<file path="src/rtl/regfile_debug_dumper_pkg.sv">
// Shared definitions for the register-file debug dumper: state encoding,
// default geometry and stream-length helpers used by the UART framing side.
package regfile_debug_dumper_pkg;

  localparam int NUM_REGS_DEF   = 32;
  localparam int ADDR_W_DEF     = 5;
  localparam int DATA_W_DEF     = 32;
  localparam int BYTES_PER_WORD = DATA_W_DEF / 8;

  typedef enum logic [2:0] {
    ST_IDLE,
    ST_ADDR,
    ST_WAIT,
    ST_SEND,
    ST_CSUM,
    ST_FIN
  } dump_state_e;

  function automatic int bytesPerWord(input int dataW);
    return dataW / 8;
  endfunction

  // Checksum builds append exactly one trailing byte to the stream.
  function automatic int streamBytes(input int numRegs, input int dataW, input bit csumEn);
    return numRegs * bytesPerWord(dataW) + (csumEn ? 1 : 0);
  endfunction

endpackage

</file>
<file path="src/rtl/regfile_debug_dumper_if.sv">
// Byte-wide valid/ready stream from the debug dumper to the UART TX block.
interface regfile_debug_dumper_if;

  logic [7:0] tx_data;
  logic       tx_valid;
  logic       tx_ready;

  modport master (output tx_data, output tx_valid, input tx_ready);
  modport slave  (input tx_data, input tx_valid, output tx_ready);

endinterface

</file>
<file path="src/rtl/regfile_debug_dumper_word_byte_serializer.sv">
// Loads one register word and emits it MSB-byte-first under valid/ready,
// pulsing last_byte_done_o on the cycle the final byte is accepted.
module regfile_debug_dumper_word_byte_serializer #(
  parameter int DATA_W = 32
) (
  input  logic              clk,
  input  logic              rst,
  input  logic              load_i,
  input  logic [DATA_W-1:0] word_i,
  input  logic              ready_i,
  output logic              valid_o,
  output logic [7:0]        data_o,
  output logic              last_byte_done_o
);

  localparam int BPW   = DATA_W / 8;
  localparam int CNT_W = (BPW > 1) ? $clog2(BPW) : 1;
  localparam logic [CNT_W-1:0] LAST_CNT = CNT_W'(BPW - 1);

  logic [DATA_W-1:0] shift_q, shift_d;
  logic [CNT_W-1:0]  cnt_q, cnt_d;
  logic              valid_q, valid_d;
  logic              xfer;

  assign xfer = valid_q && ready_i;

  always_comb begin
    shift_d = shift_q;
    cnt_d   = cnt_q;
    valid_d = valid_q;
    if (load_i) begin
      shift_d = word_i;
      cnt_d   = '0;
      valid_d = 1'b1;
    end else if (xfer) begin
      shift_d = shift_q << 8;
      cnt_d   = cnt_q + 1'b1;
      if (cnt_q == LAST_CNT) begin
        valid_d = 1'b0;
        cnt_d   = '0;
      end
    end
  end

  always_ff @(posedge clk) begin
    if (rst) begin
      shift_q <= '0;
      cnt_q   <= '0;
      valid_q <= 1'b0;
    end else begin
      shift_q <= shift_d;
      cnt_q   <= cnt_d;
      valid_q <= valid_d;
    end
  end

  assign valid_o          = valid_q;
  assign data_o           = shift_q[DATA_W-1 -: 8];
  assign last_byte_done_o = xfer && (cnt_q == LAST_CNT);

endmodule

</file>
<file path="src/rtl/regfile_debug_dumper.sv">
// Walks the register file's debug read port and streams every word over the
// byte interface. Define DUMP_CHECKSUM_EN to append an XOR checksum byte.
module regfile_debug_dumper
  import regfile_debug_dumper_pkg::*;
#(
  parameter int NUM_REGS = NUM_REGS_DEF,
  parameter int ADDR_W   = ADDR_W_DEF,
  parameter int DATA_W   = DATA_W_DEF
) (
  input  logic                  clk,
  input  logic                  rst,
  input  logic                  start,
  output logic                  Debug_on,
  output logic [ADDR_W-1:0]     read_regDebug,
  input  logic [DATA_W-1:0]     regDebug_in,
  regfile_debug_dumper_if.master tx,
  output logic                  busy,
  output logic                  done
);

  localparam logic [ADDR_W-1:0] LAST_ADDR = ADDR_W'(NUM_REGS - 1);

  dump_state_e       state_q;
  logic [ADDR_W-1:0] addr_q;
  logic              debug_on_q;
  logic              busy_q;
  logic              done_q;

  logic              load_word;
  logic              ser_valid;
  logic [7:0]        ser_data;
  logic              last_byte_done;

  // The register file answers on the negedge, so the word is valid by the end of WAIT.
  assign load_word = (state_q == ST_WAIT);

  regfile_debug_dumper_word_byte_serializer #(
    .DATA_W(DATA_W)
  ) u_serializer (
    .clk              (clk),
    .rst              (rst),
    .load_i           (load_word),
    .word_i           (regDebug_in),
    .ready_i          (tx.tx_ready),
    .valid_o          (ser_valid),
    .data_o           (ser_data),
    .last_byte_done_o (last_byte_done)
  );

  always_ff @(posedge clk) begin
    if (rst) begin
      state_q    <= ST_IDLE;
      addr_q     <= '0;
      debug_on_q <= 1'b0;
      busy_q     <= 1'b0;
      done_q     <= 1'b0;
    end else begin
      done_q <= 1'b0;
      case (state_q)
        ST_IDLE: begin
          if (start) begin
            state_q    <= ST_ADDR;
            addr_q     <= '0;
            debug_on_q <= 1'b1;
            busy_q     <= 1'b1;
          end
        end
        ST_ADDR: state_q <= ST_WAIT;
        ST_WAIT: state_q <= ST_SEND;
        ST_SEND: begin
          if (last_byte_done) begin
            if (addr_q == LAST_ADDR) begin
`ifdef DUMP_CHECKSUM_EN
              state_q    <= ST_CSUM;
`else
              state_q    <= ST_FIN;
              debug_on_q <= 1'b0;
              busy_q     <= 1'b0;
              done_q     <= 1'b1;
`endif
            end else begin
              addr_q  <= addr_q + 1'b1;
              state_q <= ST_ADDR;
            end
          end
        end
`ifdef DUMP_CHECKSUM_EN
        ST_CSUM: begin
          if (tx.tx_ready) begin
            state_q    <= ST_FIN;
            debug_on_q <= 1'b0;
            busy_q     <= 1'b0;
            done_q     <= 1'b1;
          end
        end
`endif
        ST_FIN:  state_q <= ST_IDLE;
        default: state_q <= ST_IDLE;
      endcase
    end
  end

`ifdef DUMP_CHECKSUM_EN
  logic [7:0] csum_q;
  logic       csum_valid_q;

  // Running XOR of accepted data bytes; presented as one extra byte after the last word.
  always_ff @(posedge clk) begin
    if (rst || state_q == ST_IDLE) begin
      csum_q       <= '0;
      csum_valid_q <= 1'b0;
    end else begin
      if (ser_valid && tx.tx_ready) begin
        csum_q <= csum_q ^ ser_data;
      end
      if (state_q == ST_SEND && last_byte_done && addr_q == LAST_ADDR) begin
        csum_valid_q <= 1'b1;
      end else if (csum_valid_q && tx.tx_ready) begin
        csum_valid_q <= 1'b0;
      end
    end
  end

  assign tx.tx_valid = ser_valid | csum_valid_q;
  assign tx.tx_data  = csum_valid_q ? csum_q : ser_data;
`else
  assign tx.tx_valid = ser_valid;
  assign tx.tx_data  = ser_data;
`endif

  assign Debug_on      = debug_on_q;
  assign read_regDebug = addr_q;
  assign busy          = busy_q;
  assign done          = done_q;

endmodule

</file>
<file path="src/flat_wrapper.sv">
// flat-port wrapper written by rule: the top's interface ports become plain ports
module regfile_debug_dumper_flat import regfile_debug_dumper_pkg::*;
#(
  parameter int NUM_REGS = NUM_REGS_DEF,
  parameter int ADDR_W   = ADDR_W_DEF,
  parameter int DATA_W   = DATA_W_DEF
)
  (clk, rst, start, Debug_on, read_regDebug, regDebug_in, busy, done, tx_tx_data, tx_tx_valid, tx_tx_ready);
  regfile_debug_dumper_if tx_i ();
  input  logic clk;
  input  logic rst;
  input  logic start;
  output logic Debug_on;
  output logic [ADDR_W-1:0] read_regDebug;
  input  logic [DATA_W-1:0] regDebug_in;
  output logic busy;
  output logic done;
  output wire logic [$bits(tx_i.tx_data)-1:0] tx_tx_data;
  output wire logic [$bits(tx_i.tx_valid)-1:0] tx_tx_valid;
  input wire logic [$bits(tx_i.tx_ready)-1:0] tx_tx_ready;
  assign tx_tx_data = tx_i.tx_data;
  assign tx_tx_valid = tx_i.tx_valid;
  assign tx_i.tx_ready = tx_tx_ready;
  regfile_debug_dumper #(.NUM_REGS(NUM_REGS), .ADDR_W(ADDR_W), .DATA_W(DATA_W)) u_core (.clk(clk), .rst(rst), .start(start), .Debug_on(Debug_on), .read_regDebug(read_regDebug), .regDebug_in(regDebug_in), .tx(tx_i), .busy(busy), .done(done));
endmodule
</file>
<file path="config.mk">
export PLATFORM = sky130hd
export DESIGN_NAME = regfile_debug_dumper_flat
export DESIGN_NICKNAME = d
export VERILOG_FILES = /design/src/rtl/regfile_debug_dumper_pkg.sv /design/src/rtl/regfile_debug_dumper_if.sv /design/src/rtl/regfile_debug_dumper_word_byte_serializer.sv /design/src/rtl/regfile_debug_dumper.sv /design/src/flat_wrapper.sv
export SDC_FILE = /design/constraint.sdc
export NUM_CORES = 1
export LEC_CHECK = 0
export CAP_MARGIN = 20
export CORE_MARGIN = 2
export CORE_UTILIZATION = 65
export CTS_CLUSTER_SIZE = 20
export DETAILED_ROUTE_END_ITERATION = 6
export DONT_BUFFER_PORTS = 1
export HOLD_SLACK_MARGIN = 0.02
export PLACE_DENSITY = 0.86
export SLEW_MARGIN = 20
export SYNTH_ARGS = -nofsm -noshare
export SYNTH_HDL_FRONTEND = slang
export SYNTH_SLANG_ARGS = --single-unit
</file>
<file path="constraint.sdc">
create_clock -name clk -period 4.2 [get_ports clk]
set_clock_uncertainty 0.15 [all_clocks]
set_input_delay 1.05 -clock clk [delete_from_list [all_inputs] [get_ports clk]]
set_output_delay 1.05 -clock clk [all_outputs]
set_load 0.02 [all_outputs]
</file>
# ---- Yosys cells after proc, flatten, opt, wreduce, memory -nomap -nowiden
# Cells that the tools add are included.
dict set report op_classes {
  n_mux 19
  bitwise 2
  n_addsub 2
  n_eq_ne 9
  n_reduce_logical 12
}
# op n
set ops {}
lappend ops {{32-bit two-way mux} 2}
lappend ops {{5-bit two-way mux} 3}
lappend ops {{3-bit case mux with 4 select lines} 1}
lappend ops {{5-bit case mux with 2 select lines} 1}
lappend ops {{3-bit two-way mux} 3}
lappend ops {{4-bit AND reduction} 2}
lappend ops {{1-bit two-way mux} 7}
lappend ops {{3-bit by 2-bit equality test with 1-bit output (second input constant)} 2}
lappend ops {{2-bit nonzero test} 3}
lappend ops {{5-bit by 1-bit adder with 5-bit output (second input constant)} 1}
lappend ops {{5-bit equality test (second input constant)} 1}
lappend ops {{2-bit by 1-bit != test with 1-bit output (second input constant)} 2}
lappend ops {{2-bit != test (second input constant)} 2}
lappend ops {{2-bit AND reduction} 2}
lappend ops {{3-bit by 1-bit equality test with 1-bit output (second input constant)} 1}
lappend ops {{3-bit logical NOT} 1}
lappend ops {{3-bit OR reduction} 1}
lappend ops {{2-bit by 1-bit adder with 2-bit output (second input constant)} 1}
lappend ops {{2-bit equality test (second input constant)} 1}
lappend ops {{1-bit logical AND} 2}
lappend ops {{2-bit two-way mux} 1}
lappend ops {{1-bit NOT} 2}
lappend ops {{1-bit case mux with 2 select lines} 1}
lappend ops {{2-bit OR reduction} 1}
dict set report totals {
  output_inout_bits 17
  elab_cells 51
  inputBits 36
  register_bits 45
}

# ---- Depth between registers and ports, before layout
dict set report depth {
  word_depth 4
  ltp_mapped 6
  mapped_depth_nobuf 6
}

# ---- Cells and area by module
# Synthesis repeated with hierarchy kept, for this count alone.
dict set report unflattened {
  hier_cells 242
  area_unflattened_um2 2352.3
}
# mod cells_per_inst area_each_um2 instances seq_area_each_um2
set modules_own_cells {}
lappend modules_own_cells {regfile_debug_dumper_word_byte_serializer 194 1888.1 1 700.7}
lappend modules_own_cells {regfile_debug_dumper 48 464.2 1 200.2}

# ---- Least setup slack after synthesis
# Ideal clock, no wire load.
dict set report synth_path {
  path_type {in2reg}
  startpoint {input port tx_tx_ready}
  endpoint {register u_core.u_serializer.shift_q[23]}
  setup_time_ns 0.089
  t_arrival_ns 1.884
  t_required_ns 3.961
  setup_slack_ns 2.078
  path_stages 5
  n_path_buf 2
  cell_sequence {and2_1 > buf_2 > clkbuf_1 > nand2_1 > a311oi_2}
}
dict set report synth_via {
  elab_chain_cells 2
}
# element line_no
set synth_lines {}
lappend synth_lines {{from (decl)} flat_wrapper.sv:20} ;# input wire logic [$bits(tx_i.tx_ready)-1:0] tx_tx_ready;
lappend synth_lines {{1-bit logical AND} regfile_debug_dumper_word_byte_serializer.sv:25} ;# assign xfer = valid_q && ready_i;
lappend synth_lines {{2-bit nonzero test (no line)} n/a}
lappend synth_lines {{to (signal assigned)} regfile_debug_dumper_word_byte_serializer.sv:51} ;# shift_q <= shift_d;
lappend synth_lines {{to (decl)} regfile_debug_dumper_word_byte_serializer.sv:20} ;# logic [DATA_W-1:0] shift_q, shift_d;
# No other way between the ends.
# A chain may end at the register's enable or synchronous reset.

# ---- Worst setup path in the final report
dict set report layout_path {
  startpoint {register u_core.addr_q[0], in the netlist u_core.read_regDebug[0]}
  endpoint {register u_core.addr_q[3], in the netlist u_core.read_regDebug[3]}
}
dict set report layout_via {
  elab_chain_cells 4
  elab_cells_between_ends 7
  cone_classes {1 x add/sub; 2 x eq/ne; 3 x mux; 1 x reduce/logical}
}
# element line_no
set layout_lines {}
lappend layout_lines {{from (decl)} regfile_debug_dumper.sv:24} ;# logic [ADDR_W-1:0] addr_q;
lappend layout_lines {{from (signal assigned)} regfile_debug_dumper.sv:82} ;# addr_q <= addr_q + 1'b1;
lappend layout_lines {{5-bit by 1-bit adder with 5-bit output} regfile_debug_dumper.sv:82}
lappend layout_lines {{5-bit two-way mux} regfile_debug_dumper.sv:72} ;# if (addr_q == LAST_ADDR) begin
lappend layout_lines {{5-bit two-way mux} regfile_debug_dumper.sv:71} ;# if (last_byte_done) begin
lappend layout_lines {{5-bit case mux with 2 select lines} regfile_debug_dumper.sv:59} ;# case (state_q)
# Several ways; a longest one is shown, not always the timed one. The select of a mux whose other input is x is not followed.

==> summary.txt <==
grt ovf: 0
Worst setup SP type: flop
Net Count, Synth: 285
Final Hold Fails: 0
pwr dens: 369 nW/um^2
CTS Root Cell: clkbuf_4
fraction of registers with async set/reset: 0
Non-Filler Instances: 271
GPL Wtd Cong: 0.728
clk_lat worst skew: 0.37 ns
Worst Hold Class: flop to flop
synth unique cells: 34
post-cts resize count: 0
residual DRC count: 0
Syn Area/Cell: 8.87 sq um
CTS tree: built
largest net degree at the start of global routing: 57
Max Freq: 0.429 GHz
GR Layer Usage met2: 0.326
FF+latch count, synth: 45
TritonCTS Buffers: 5
Max H-tree Level: 2
Top FF cell, synth: dfxtp_1
CP arrival: 2.47 ns
first-pass GRT wire length: 5.86 mm
Worst Path Max Fanout: 8
Placed Cells: 263
Area Overhead vs Synth: -1.67%
share of layout cells above drive strength 1: 0.159
clk sinks: 45
yosys warns: 0
Initial Utilization: 0.695
hold path start: u_core.u_serializer.shift_q[1]$_SDFFE_PP0P_
WHS: 0.322 ns
most frequent cells in the layout: 58 x nand2_1, 45 x dfxtp_1, 27 x nor2_1
Final Cycle Share: 0.555
most common cell after layout, fill and taps aside: nand2_1
DR pass1 iterations: 4
CP startpoint: u_core.read_regDebug[0]$_SDFFE_PP0P_
Total Nets Final: 266
total power: 0.000789 W
post-synth top area share: 0.415
fin util: 0.683
gr busiest metal: met2
Tot GR Track Use: 0.211
number of fill cells: 267
Antenna Nets Post-Route: 0
P_leak: 0.695 nW
CP Class: flop to flop
CTS max path bufs: 2
num rows: 20
GR Layer Usage met3: 0.0973
headroom to the max-slew limit: 0.302
die width: 61.8 um
CP Capture Type: flop
hold buffer count at cts: 0
Via density: 5.89
number of synthesized flops with an enable pin: 0
Buffers on Ports: 0
Finish-stage setup viols: 0
initial antenna violation count: 0
die height: 61.8 um
DP Wirelength: 2.65 mm
setup repair bufs after CTS: 0
Max Cap Violations: 0
RSZ-0062 raised after global routing: no
I/O pins: 53
outcome: finished, final reports clean
sequential share of the synthesized area: 0.415
Slew @ Worst Pin: 1.04 ns
clock-pin slew on the worst setup and hold paths: 0.13 ns
GRT met1 Usage: 0.258
final WL: 3.98 mm
Starting DRT DRC Count: 123
via count: 1596
Synth Instances: 245
cell accounting for the most synthesized area: dfxtp_1
worst reg2reg startpoint: u_core.read_regDebug[0]$_SDFFE_PP0P_
final-report max-slew violation count: 0
VDD IR-drop max: 0.240 mV
Die ar.: 3820 sq um
Worst EP required: 4.34 ns
core area: 3130 sq um
diode count: 0
post-synthesis cell area: 2170 sq um
synth top area cells: dfxtp_1 41%, a311oi_2 17%, nand2_1 10%, nor2_1 4.7%, buf_4 3.1%
setup TNS: 0 ns
vias in the first global route: 1367
DR WL/cell: 14.7 um
Tmin final: 2.33 ns
==> cell families (layout without fill, tap and decap cells) <==
group / count (synthesis) / in the layout / share of synthesized area
simple gates: 118 / 118 / 0.247
buf+inv: 31 / 13 / 0.0817
compound gates: 44 / 44 / 0.220
fa+ha+maj: 4 / 4 / 0.0230
flops: 45 / 45 / 0.415
mux: 3 / 3 / 0.0138
==> registers in the layout (all words and copies together) (netlist names) <==
register	flops
u_core.state_q	3
u_core.read_regDebug	5
u_core.u_serializer.shift_q	32
u_core.busy	1
u_core.u_serializer.cnt_q	2
u_core.done	1
u_core.u_serializer.valid_o	1
==> metrics by stage <==
stage,setup WS [ns],cell area [sq um]
3_3_place_gp,1.69,2070
5_1_grt,1.73,2140
2_1_floorplan,2.08,2170
4_1_cts,1.87,2130
3_5_place_dp,1.65,2070
6_report,1.87,2140
==> path summary, 6_finish.rpt <==
kind | endpoint | slack [ns] | cells after the start
setup / recovery | u_core.read_regDebug[3]$_SDFFE_PP0P_ | 1.87 | 6
hold / removal | u_core.u_serializer.shift_q[1]$_SDFFE_PP0P_ | 0.32 | 2
setup reg to reg | u_core.read_regDebug[3]$_SDFFE_PP0P_ | 1.87 | 6
hold reg to reg | u_core.u_serializer.shift_q[1]$_SDFFE_PP0P_ | 0.32 | 2
==> Yosys cell counts (4+ instances only) <==
cell type / instances
a21oi_1: 11
a311oi_2: 24
buf_2: 4
buf_4: 9
clkbuf_1: 10
dfxtp_1: 45
ha_1: 4
inv_1: 4
nand2_1: 58
nand3_1: 12
nor2_1: 27
==> worst max-delay path, stage by stage (launching register included) <==
cell and delay (ns):
dfxtp_1 0.43, ha_1 0.25, and3_1 0.21, ha_1 0.19, nand4b_1 0.32, or4_1 0.54, a31oi_1 0.18
==> area by class of cell <==
cell class                      count  area, sq um  share of cell area
Inverter                            4         15.0             0.00703
Multi-Input combinational cell    169         1100               0.515
Tap cell                           44         55.1              0.0258
Timing Repair Buffer                1         7.51             0.00351
Clock inverter                      3         21.3             0.00995
Clock buffer                        5         37.5              0.0176
Sequential cell                    45          901               0.422
==> routing by layer <==
| layer | wire [um] | share of wire |
|---|---|---|
| met1 | 1880 | 0.47 |
| met2 | 1780 | 0.45 |
| met3 | 260 | 0.065 |
| met4 | 61 | 0.015 |
| met5 | 0 | 0 |
==> power breakdown <==
group	switching, W	internal [W]
clock network	0.000145	0.0000663
logic	0.0000519	0.0000380
registers	0.0000317	0.000456
No activity file was read; power rests on OpenSTA's default activity.
